<file path="src/rtl/mips_cpu_muldiv_pkg.sv">
// Shared types for the iterative multiply/divide unit: opcode and FSM state.
package mips_cpu_muldiv_pkg;

  // Codes 6 and 7 are unused and act as no-ops.
  typedef enum logic [2:0] {
    MD_MULT  = 3'd0,
    MD_MULTU = 3'd1,
    MD_DIV   = 3'd2,
    MD_DIVU  = 3'd3,
    MD_MTHI  = 3'd4,
    MD_MTLO  = 3'd5
  } muldiv_op_t;

  typedef enum logic [1:0] {
    IDLE = 2'd0,
    MUL  = 2'd1,
    DIV  = 2'd2,
    FIX  = 2'd3
  } md_state_t;

endpackage

</file>
<file path="src/rtl/mips_cpu_muldiv_step.sv">
// One combinational iteration of the unsigned core.
//   Mul: acc = {upper, multiplier}; add the multiplicand to the upper half when
//        the multiplier LSB is set, then shift the whole accumulator right.
//   Div: acc = {remainder, dividend/quotient}; shift left, trial-subtract the
//        divisor, keep the old value (restore) when it does not fit, and shift
//        the quotient bit into the bottom.
module mips_cpu_muldiv_step #(
  parameter int WIDTH = 32
) (
  input  logic               div_mode,
  input  logic [2*WIDTH-1:0] acc_i,
  input  logic [WIDTH-1:0]   opnd_i,
  output logic [2*WIDTH-1:0] acc_o
);

  logic [WIDTH:0]   mul_sum;
  logic [WIDTH:0]   trial;
  logic [WIDTH-1:0] rem_sub;
  logic             fits;

  // Compute both step flavours and select the one for the current operation.
  always_comb begin
    // Carry out of the add lands in the top bit after the right shift.
    mul_sum = {1'b0, acc_i[2*WIDTH-1:WIDTH]} + (acc_i[0] ? {1'b0, opnd_i} : '0);
    // Remainder shifted left with the next dividend bit appended.
    trial   = {acc_i[2*WIDTH-1:WIDTH], acc_i[WIDTH-1]};
    fits    = (trial >= {1'b0, opnd_i});
    // The true difference is below the divisor, so WIDTH bits are enough.
    rem_sub = trial[WIDTH-1:0] - opnd_i;
    if (div_mode) begin
      if (fits) acc_o = {rem_sub, acc_i[WIDTH-2:0], 1'b1};
      else      acc_o = {trial[WIDTH-1:0], acc_i[WIDTH-2:0], 1'b0};
    end else begin
      acc_o = {mul_sum, acc_i[WIDTH-1:1]};
    end
  end

endmodule

</file>
<file path="src/rtl/mips_cpu_muldiv.sv">
// Iterative MULT/MULTU/DIV/DIVU unit with architectural HI/LO registers.
// Signed operations run on magnitudes; the sign fix-up happens in FIX.
module mips_cpu_muldiv
  import mips_cpu_muldiv_pkg::*;
#(
  parameter int WIDTH = 32  // even, at least 4
) (
  input  logic             clk,
  input  logic             reset,
  input  logic             start,
  input  muldiv_op_t       op,
  input  logic [WIDTH-1:0] a,
  input  logic [WIDTH-1:0] b,
  output logic             busy,
  output logic             done,
  output logic [WIDTH-1:0] hi,
  output logic [WIDTH-1:0] lo
);

  localparam int            CW        = $clog2(WIDTH);
  localparam logic [CW-1:0] LAST_STEP = CW'(WIDTH - 1);

  md_state_t          state_q, state_d;
  logic [CW-1:0]      cnt_q, cnt_d;
  logic [2*WIDTH-1:0] acc_q, acc_d, step_acc, prod;
  logic [WIDTH-1:0]   opnd_q, opnd_d;
  logic [WIDTH-1:0]   a_raw_q, a_raw_d;
  logic [WIDTH-1:0]   hi_q, hi_d, lo_q, lo_d;
  logic               neg_res_q, neg_res_d;
  logic               neg_rem_q, neg_rem_d;
  logic               div0_q, div0_d;
  logic               is_div_q, is_div_d;
  logic               done_q, done_d;

  logic               accept, signed_op, a_neg, b_neg, last_step;
  logic [WIDTH-1:0]   a_mag, b_mag, quot, rem;

  assign accept    = (state_q == IDLE) && start;
  assign signed_op = (op == MD_MULT) || (op == MD_DIV);
  assign a_neg     = signed_op && a[WIDTH-1];
  assign b_neg     = signed_op && b[WIDTH-1];
  // The most-negative value maps onto itself, which is its correct unsigned magnitude.
  assign a_mag     = a_neg ? -a : a;
  assign b_mag     = b_neg ? -b : b;
  assign last_step = (cnt_q == LAST_STEP);

  // Signed results: product/quotient flip when signs differ, remainder follows the dividend.
  assign prod = neg_res_q ? -acc_q : acc_q;
  assign quot = neg_res_q ? -acc_q[WIDTH-1:0] : acc_q[WIDTH-1:0];
  assign rem  = neg_rem_q ? -acc_q[2*WIDTH-1:WIDTH] : acc_q[2*WIDTH-1:WIDTH];

  mips_cpu_muldiv_step #(.WIDTH(WIDTH)) u_step (
    .div_mode (is_div_q),
    .acc_i    (acc_q),
    .opnd_i   (opnd_q),
    .acc_o    (step_acc)
  );

  // FSM next state: IDLE -> MUL/DIV on an accepted arithmetic op, WIDTH steps, then FIX.
  always_comb begin
    // NOTE: every combinational output is given a default before any branch so no latch is inferred.
    state_d = state_q;
    case (state_q)
      IDLE: begin
        if (start) begin
          if (op == MD_MULT || op == MD_MULTU)    state_d = MUL;
          else if (op == MD_DIV || op == MD_DIVU) state_d = DIV;
        end
      end
      MUL, DIV: if (last_step) state_d = FIX;
      FIX:      state_d = IDLE;
      default:  state_d = IDLE;
    endcase
  end

  // Datapath next state: operand latch on accept, one core step per cycle, result write in FIX.
  always_comb begin
    cnt_d     = cnt_q;
    acc_d     = acc_q;
    opnd_d    = opnd_q;
    a_raw_d   = a_raw_q;
    neg_res_d = neg_res_q;
    neg_rem_d = neg_rem_q;
    div0_d    = div0_q;
    is_div_d  = is_div_q;
    hi_d      = hi_q;
    lo_d      = lo_q;
    done_d    = 1'b0;

    if (accept) begin
      case (op)
        MD_MULT, MD_MULTU: begin
          cnt_d     = '0;
          acc_d     = {{WIDTH{1'b0}}, b_mag};
          opnd_d    = a_mag;
          neg_res_d = a_neg ^ b_neg;
          neg_rem_d = 1'b0;
          div0_d    = 1'b0;
          is_div_d  = 1'b0;
        end
        MD_DIV, MD_DIVU: begin
          cnt_d     = '0;
          acc_d     = {{WIDTH{1'b0}}, a_mag};
          opnd_d    = b_mag;
          a_raw_d   = a;
          neg_res_d = a_neg ^ b_neg;
          neg_rem_d = a_neg;
          div0_d    = (b == '0);
          is_div_d  = 1'b1;
        end
        MD_MTHI: hi_d = a;
        MD_MTLO: lo_d = a;
        default: ;
      endcase
    end else if (state_q == MUL || state_q == DIV) begin
      acc_d = step_acc;
      cnt_d = cnt_q + CW'(1);
    end else if (state_q == FIX) begin
      done_d = 1'b1;
      if (!is_div_q) begin
        {hi_d, lo_d} = prod;
      end else if (div0_q) begin
        // Divide by zero bypasses sign correction entirely.
        lo_d = '1;
        hi_d = a_raw_q;
      end else begin
        lo_d = quot;
        hi_d = rem;
      end
    end
  end

  // FSM state register; reset aborts any operation in flight.
  always_ff @(posedge clk or posedge reset) begin
    // NOTE: sequential state uses non-blocking (<=) so every register sees pre-edge values.
    if (reset) state_q <= IDLE;
    else       state_q <= state_d;
  end

  // Datapath and HI/LO registers; reset discards any partial result.
  always_ff @(posedge clk or posedge reset) begin
    if (reset) begin
      cnt_q     <= '0;
      acc_q     <= '0;
      opnd_q    <= '0;
      a_raw_q   <= '0;
      neg_res_q <= 1'b0;
      neg_rem_q <= 1'b0;
      div0_q    <= 1'b0;
      is_div_q  <= 1'b0;
      hi_q      <= '0;
      lo_q      <= '0;
      done_q    <= 1'b0;
    end else begin
      cnt_q     <= cnt_d;
      acc_q     <= acc_d;
      opnd_q    <= opnd_d;
      a_raw_q   <= a_raw_d;
      neg_res_q <= neg_res_d;
      neg_rem_q <= neg_rem_d;
      div0_q    <= div0_d;
      is_div_q  <= is_div_d;
      hi_q      <= hi_d;
      lo_q      <= lo_d;
      done_q    <= done_d;
    end
  end

  // FIX is still part of the operation, so busy covers it; done follows one edge later.
  assign busy = (state_q != IDLE);
  assign done = done_q;
  assign hi   = hi_q;
  assign lo   = lo_q;

endmodule

</file>
<file path="config.mk">
export PLATFORM = sky130hd
export DESIGN_NAME = mips_cpu_muldiv
export DESIGN_NICKNAME = d
export VERILOG_FILES = /design/src/rtl/mips_cpu_muldiv_pkg.sv /design/src/rtl/mips_cpu_muldiv_step.sv /design/src/rtl/mips_cpu_muldiv.sv
export SDC_FILE = /design/constraint.sdc
export NUM_CORES = 1
export LEC_CHECK = 0
export CAP_MARGIN = 10
export CORE_MARGIN = 2
export CORE_UTILIZATION = 50
export CTS_BUF_LIST = sky130_fd_sc_hd__clkbuf_8
export CTS_CLUSTER_DIAMETER = 80
export DETAILED_ROUTE_END_ITERATION = 7
export PLACE_DENSITY = 0.7
export SLEW_MARGIN = 20
export SYNTH_ARGS = -nofsm -noshare
export SYNTH_HDL_FRONTEND = slang
export SYNTH_SLANG_ARGS = --single-unit
</file>
<file path="constraint.sdc">
create_clock -name clk -period 7.9 [get_ports clk]
set_clock_uncertainty 0.05 [all_clocks]
set_input_delay 1.185 -clock clk [delete_from_list [all_inputs] [get_ports clk]]
set_output_delay 1.185 -clock clk [all_outputs]
set_load 0.02 [all_outputs]
</file>
# Word level (Yosys, flattened, before mapping)
# Index checks and enable logic that the tools add are counted.
# word_totals
reg_bits	204
elab_cells	103
out_inout_bits	66
memories	0
rom_bits	0
input_bits	70
latch_bits	0
mem_bits_rw	0
# classes
magnitude_cmp	1
mux	38
div_mod_pow	0
n_shift	0
multipliers	0
bitwise	1
eq_ne	17
reduce_logical	26
add_sub_neg	8
# ops
op	n
32-bit 2-to-1 mux	17
64-bit 2-to-1 mux	5
32-bit negator	4
64-bit case mux with 2 select lines	1
64-bit negator	1
32-bit case mux with 2 select lines	1
32-bit by 33-bit adder with 33-bit output	1
33-bit by 32-bit greater-or-equal comparator with 1-bit output	1
32-bit zero test	1
32-bit subtractor	1
5-bit 2-to-1 mux	3
2-bit AND reduction	5
3-bit AND reduction	3
2-bit 2-to-1 mux	4
2-bit inequality test (second input constant)	4
2-bit nonzero test	4
3-bit by 2-bit equality test with 1-bit output (second input constant)	2
3-bit equality test (second input constant)	2
3-bit by 1-bit inequality test with 1-bit output (second input constant)	2
1-bit case mux with 2 select lines	3
2-bit case mux with 3 select lines	1
2-bit OR reduction	3
5-bit by 1-bit adder with 5-bit output (second input constant)	1
5-bit equality test (second input constant)	1
11 further kinds	20

# Longest topological paths before layout
# depth
depth_word	7
mapped_depth	14
depth_no_buf	13

# Hierarchy
# From an unflattened synthesis, not the netlist that was laid out.
# unflattened
cells_unflattened	2216
area_unflattened_um2	17524.3
# by_module_without_submodules
module	seq_area_each_um2	cells_each	area_each_um2	n_inst
mips_cpu_muldiv	5104.9	1545	12826.1	1
mips_cpu_muldiv_step	0.0	671	4698.3	1

# Worst setup path before layout
# Ideal clock, no wire load.
# synth_path
path_type	input -> register
startpoint	input port a[2]
endpoint	register acc_q[29]
arrival_ns	3.493
t_required_ns	7.713
path_buffers	1
stages	9
setup_slack_ns	4.220
setup_ns	0.137
cell_sequence	buf_2 > or4_1 > nor4_2 > nand3_1 > or4_1 > o41ai_2 > xnor2_1 > a222oi_1 > a21oi_1
# synth_via
elab_chain_cells	4
# synth_lines
item	line	text
start, declared	mips_cpu_muldiv.sv:12	input logic [WIDTH-1:0] a,
32-bit negator	mips_cpu_muldiv.sv:43	assign a_mag = a_neg ? -a : a;
32-bit 2-to-1 mux	mips_cpu_muldiv.sv:43	
64-bit case mux with 2 select lines	mips_cpu_muldiv.sv:91	case (op)
64-bit 2-to-1 mux	mips_cpu_muldiv.sv:90	if (accept) begin
end signal, assigned	mips_cpu_muldiv.sv:144	acc_q <= '0;
end signal, assigned	mips_cpu_muldiv.sv:156	acc_q <= acc_d;
end, declared	mips_cpu_muldiv.sv:25	logic [2*WIDTH-1:0] acc_q, acc_d, step_acc, prod;
# Every way passes these cells. The select of a mux whose other input is x is not followed.
# A chain may end at the register's enable or synchronous reset.

# Final worst setup path
# layout_path
startpoint	register acc_q[41]
endpoint	register acc_q[61]
# layout_via
elab_chain_cells	5
elab_cells_between_ends	7
classes_between	2 x add/sub; 1 x order compare; 4 x mux
# layout_lines
item	line	text
32-bit subtractor or 33-bit by 32-bit greater-or-equal comparator with 1-bit output (tied branches)	mips_cpu_muldiv_step.sv:29, mips_cpu_muldiv_step.sv:27	
64-bit 2-to-1 mux	mips_cpu_muldiv_step.sv:31	if (fits) acc_o = {rem_sub, acc_i[WIDTH-2:0], 1'b1};
64-bit 2-to-1 mux *	mips_cpu_muldiv_step.sv:30	if (div_mode) begin
64-bit 2-to-1 mux *	mips_cpu_muldiv.sv:115	end else if (state_q == MUL || state_q == DIV) begin
64-bit 2-to-1 mux *	mips_cpu_muldiv.sv:90	
# Every way passes the cells marked *; elsewhere a longest branch is shown, timed or not. The select of a mux whose other input is x is not followed.

==> results.txt <==
Status = complete, no violations
DP Area = 18600 sq um
Synth top area share = 30.1%
Worst-Margin Slew = 1.10 ns
Die Height = 188 um
FF-to-FF path depth = 9
Period utilisation layout = 55.5%
RSZ-0062 raised after global routing = false
Setup WS pre-CTS = 3.23 ns
All-Layer GR Usage = 38.9%
Hold slack final = 0.427 ns
Clock Tree Root = clkbuf_8
Max FO, Critical Path = 11
R2R Setup Slk = 3.52 ns
Detailed-route vias per instance = 6.60
CP max stage cell = o31ai_1
Fin crit period = 4.38 ns
WHS Endpoint = a_raw_q[23]
HPWL Detailed = 50.2 mm
Layout filler cell count = 3121
Placer Congestion = 1.02
Wire per inst = 25.4 um
Most common cell after layout, fill and taps aside = nand2_1
CTS tree = built
Syn_nets = 2337
Number of buffers and inverters on the critical path = 0
Worst flop-to-flop path endpoint = acc_q[61]
Fraction of the yosys area taken by sequential cells = 30.1%
TritonCTS Buffers = 41
Cell Chain, Critical Path = ha_1 -> nand4_1 -> or3_1 -> o31ai_1 -> a41o_1 -> o31a_1 -> nor2_2 -> a211oi_1 -> a211oi_1
Int Pwr = 4.60 mW
Die area = 35400 sq um
Hold Vio Cnt, Final = 0
Routed WL = 69.3 mm
Post-synth EDFFs = 0
CP startpoint = acc_q[41]
Crit. End Element = register
Sw power = 4.97 mW
Area contributors post-synth = dfrtp_1 (30%), o21ai_0 (6.2%), nand2_1 (6.0%), xnor2_1 (5.7%), ha_1 (5.4%)
Drt drc = 0
H-tree levels = 2
Sw Share = 51.9%
Async SR Flop Fraction = 100%
Die Wd = 188 um
Setup crit start kind = register
Initial core utilization = 50.7%
Post-cts resize count = 0
Global-route wire length before repair = 105 mm
Pre-antenna DRT Iters = 6
Max cap viols = 0
Clk Latency, worst-skew pair = 0.63 ns
CTS hold repair buffers = 0
Comb pwr share = 63.6%
Antenna Nets Post-Route = 0
Most used DFF post-synth = dfrtp_1
# port buffers = 135
Final setup fails = 0
Initial antenna violation count = 0
Worst Hold Depth = 2
Largest stage delay on the critical path = 0.66 ns
Antenna diode count = 0
Min-delay src = a_raw_q[23]
PD cells = 493 nW/um^2
1st-iter DRT viols = 2201
Most frequent cells in the layout = nand2_1 (269), o21ai_0 (208), nor2_1 (205)
Post-CTS Setup Inserts = 0
Post-Route Setup TNS = 0 ns
Reg clk slew, reported paths = 0.07 ns
Synth warn = 0
CP top delay family = compound AO/OA/AOI/OAI gates
Fin area = 19400 sq um
Number of global-route vias before repair = 17100
VDD IR-drop max = 0.213 mV
Synth unique cells = 84
IO Pins = 136
Overall via count from detail_route = 18000
Share of cells above drive strength 1 = 6.14%
# nets final = 2393
CP arrival = 4.81 ns
Power share of the clock group = 12.1%
Synth area leader = dfrtp_1
Overall power = 9.56 mW
Cell mode on critical path = a211oi_1
Pin count of the biggest net entering global routing = 100
Clock sink total = 204
Grt total ovfl = 0
CTS max path bufs = 3
Cell area after synthesis = 16900 sq um
Core area = 33400 sq um
Worst Hold Class = reg -> reg
Synthesized instance count = 2192
Seq cells post-synth = 204
Cell row count = 67
CP Class = reg -> reg
LEAKAGE = 8.23 nW
Max Fclk = 0.228 GHz
Final WS setup = 3.52 ns
Fin. max-slew vios = 0
P&R area growth vs syn = 14.5%
Mean post-synth cell area = 7.73 sq um
Worst reg2reg path startpoint = acc_q[41]
Rel. slew slack = 26.1%
Worst Path Required = 8.32 ns
Reg power frac = 24.2%
through the flow:
stage | utilization, % | instances
global route | 58.0 | 2728
global placement | 55.5 | 2653
detailed placement | 55.5 | 2653
finish | 58.0 | 2728
floorplan | - | 2192
CTS | 58.0 | 2728
synth_stat cells, types with 4 or more instances:
| cell | instances |
|---|---|
| a211oi_1 | 20 |
| a21boi_0 | 7 |
| a21o_1 | 25 |
| a21oi_1 | 175 |
| a221o_1 | 12 |
| a221oi_1 | 13 |
| a22oi_1 | 9 |
| a31oi_1 | 11 |
| a32o_1 | 6 |
| a41oi_1 | 5 |
| and2_1 | 12 |
| and3_1 | 21 |
| buf_1 | 9 |
| buf_2 | 11 |
| clkbuf_1 | 133 |
| dfrtp_1 | 204 |
| ha_1 | 73 |
| inv_1 | 75 |
| mux2_2 | 7 |
| mux2i_1 | 53 |
| nand2_1 | 269 |
| nand2b_1 | 17 |
| nand3_1 | 55 |
| nand4_1 | 18 |
| nor2_1 | 209 |
| nor2b_1 | 11 |
| nor3_1 | 36 |
| nor4_1 | 13 |
| nor4_2 | 5 |
| o211ai_1 | 26 |
| o21a_1 | 10 |
| o21ai_0 | 209 |
| o21ai_1 | 18 |
| o21bai_1 | 13 |
| o221ai_1 | 18 |
| o22ai_1 | 63 |
| o31a_1 | 4 |
| o31ai_1 | 28 |
| o41ai_1 | 12 |
| or2_2 | 4 |
| or3_1 | 18 |
| or4_1 | 19 |
| xnor2_1 | 110 |
| xor2_1 | 59 |
cell type report:
cell class | count | area [sq um] | area share, %
Multi-Input combinational cell | 1755 | 11000 | 56.6
Sequential cell | 204 | 5110 | 26.3
Timing Repair Buffer | 170 | 1610 | 8.32
Clock buffer | 56 | 771 | 3.97
Tap cell | 448 | 561 | 2.89
Inverter | 76 | 293 | 1.51
Clock inverter | 19 | 83.8 | 0.432
cell families after synthesis:
family          share of synthesized area [%]
simple gates                             20.0
compound gates                           26.6
buf+inv                                  5.35
flops                                    30.1
xor+xnor                                 8.73
fa+ha+maj                                5.63
mux                                      3.60
worst reg2reg max path: stages (launching register included):
cell and delay, ns:
dfrtp_1 0.62, ha_1 0.55, nand4_1 0.23, or3_1 0.42, o31ai_1 0.66, a41o_1 0.35
o31a_1 0.53, nor2_2 0.28, a211oi_1 0.47, a211oi_1 0.08
power by group through the flow:
| stage | registers, mW | clock network, mW | logic, mW |
|---|---|---|---|
| after floorplan | 2.10 | 0 | 4.14 |
| after global placement | 2.28 | 0 | 5.89 |
| after detailed placement | 2.30 | 0 | 5.95 |
| after CTS | 2.28 | 1.16 | 5.99 |
| after global routing | 2.36 | 1.21 | 6.62 |
| final | 2.32 | 1.16 | 6.09 |
worst max-delay path by stage:
stage	end	depth (start not counted)	slack (ns)
after global placement	acc_q[29]	9	3.33
after floorplan	a_raw_q[0]	1	1.10
after detailed placement	acc_q[27]	9	3.23
after global routing	acc_q[61]	9	3.40
after CTS	acc_q[63]	11	3.67
final	acc_q[61]	9	3.52
sequential cells by signal, summed over array words and instances, names as in the netlist:
| name | cells |
|---|---|
| a_raw_q | 32 |
| acc_q | 64 |
| cnt_q | 5 |
| div0_q | 1 |
| done | 1 |
| hi | 32 |
| is_div_q | 1 |
| lo | 32 |
| neg_rem_q | 1 |
| neg_res_q | 1 |
| opnd_q | 32 |
| state_q | 2 |
metal layers:
layer	vias to the layer above	global-route usage (%)	part of all wire, %
met2	1116	58.5	43
met5	-	0	0
li1	8040	-	-
met4	0	23.3	6.8
met1	8584	51.4	39
met3	252	8.33	11
Power figures use the tool's default switching activity.
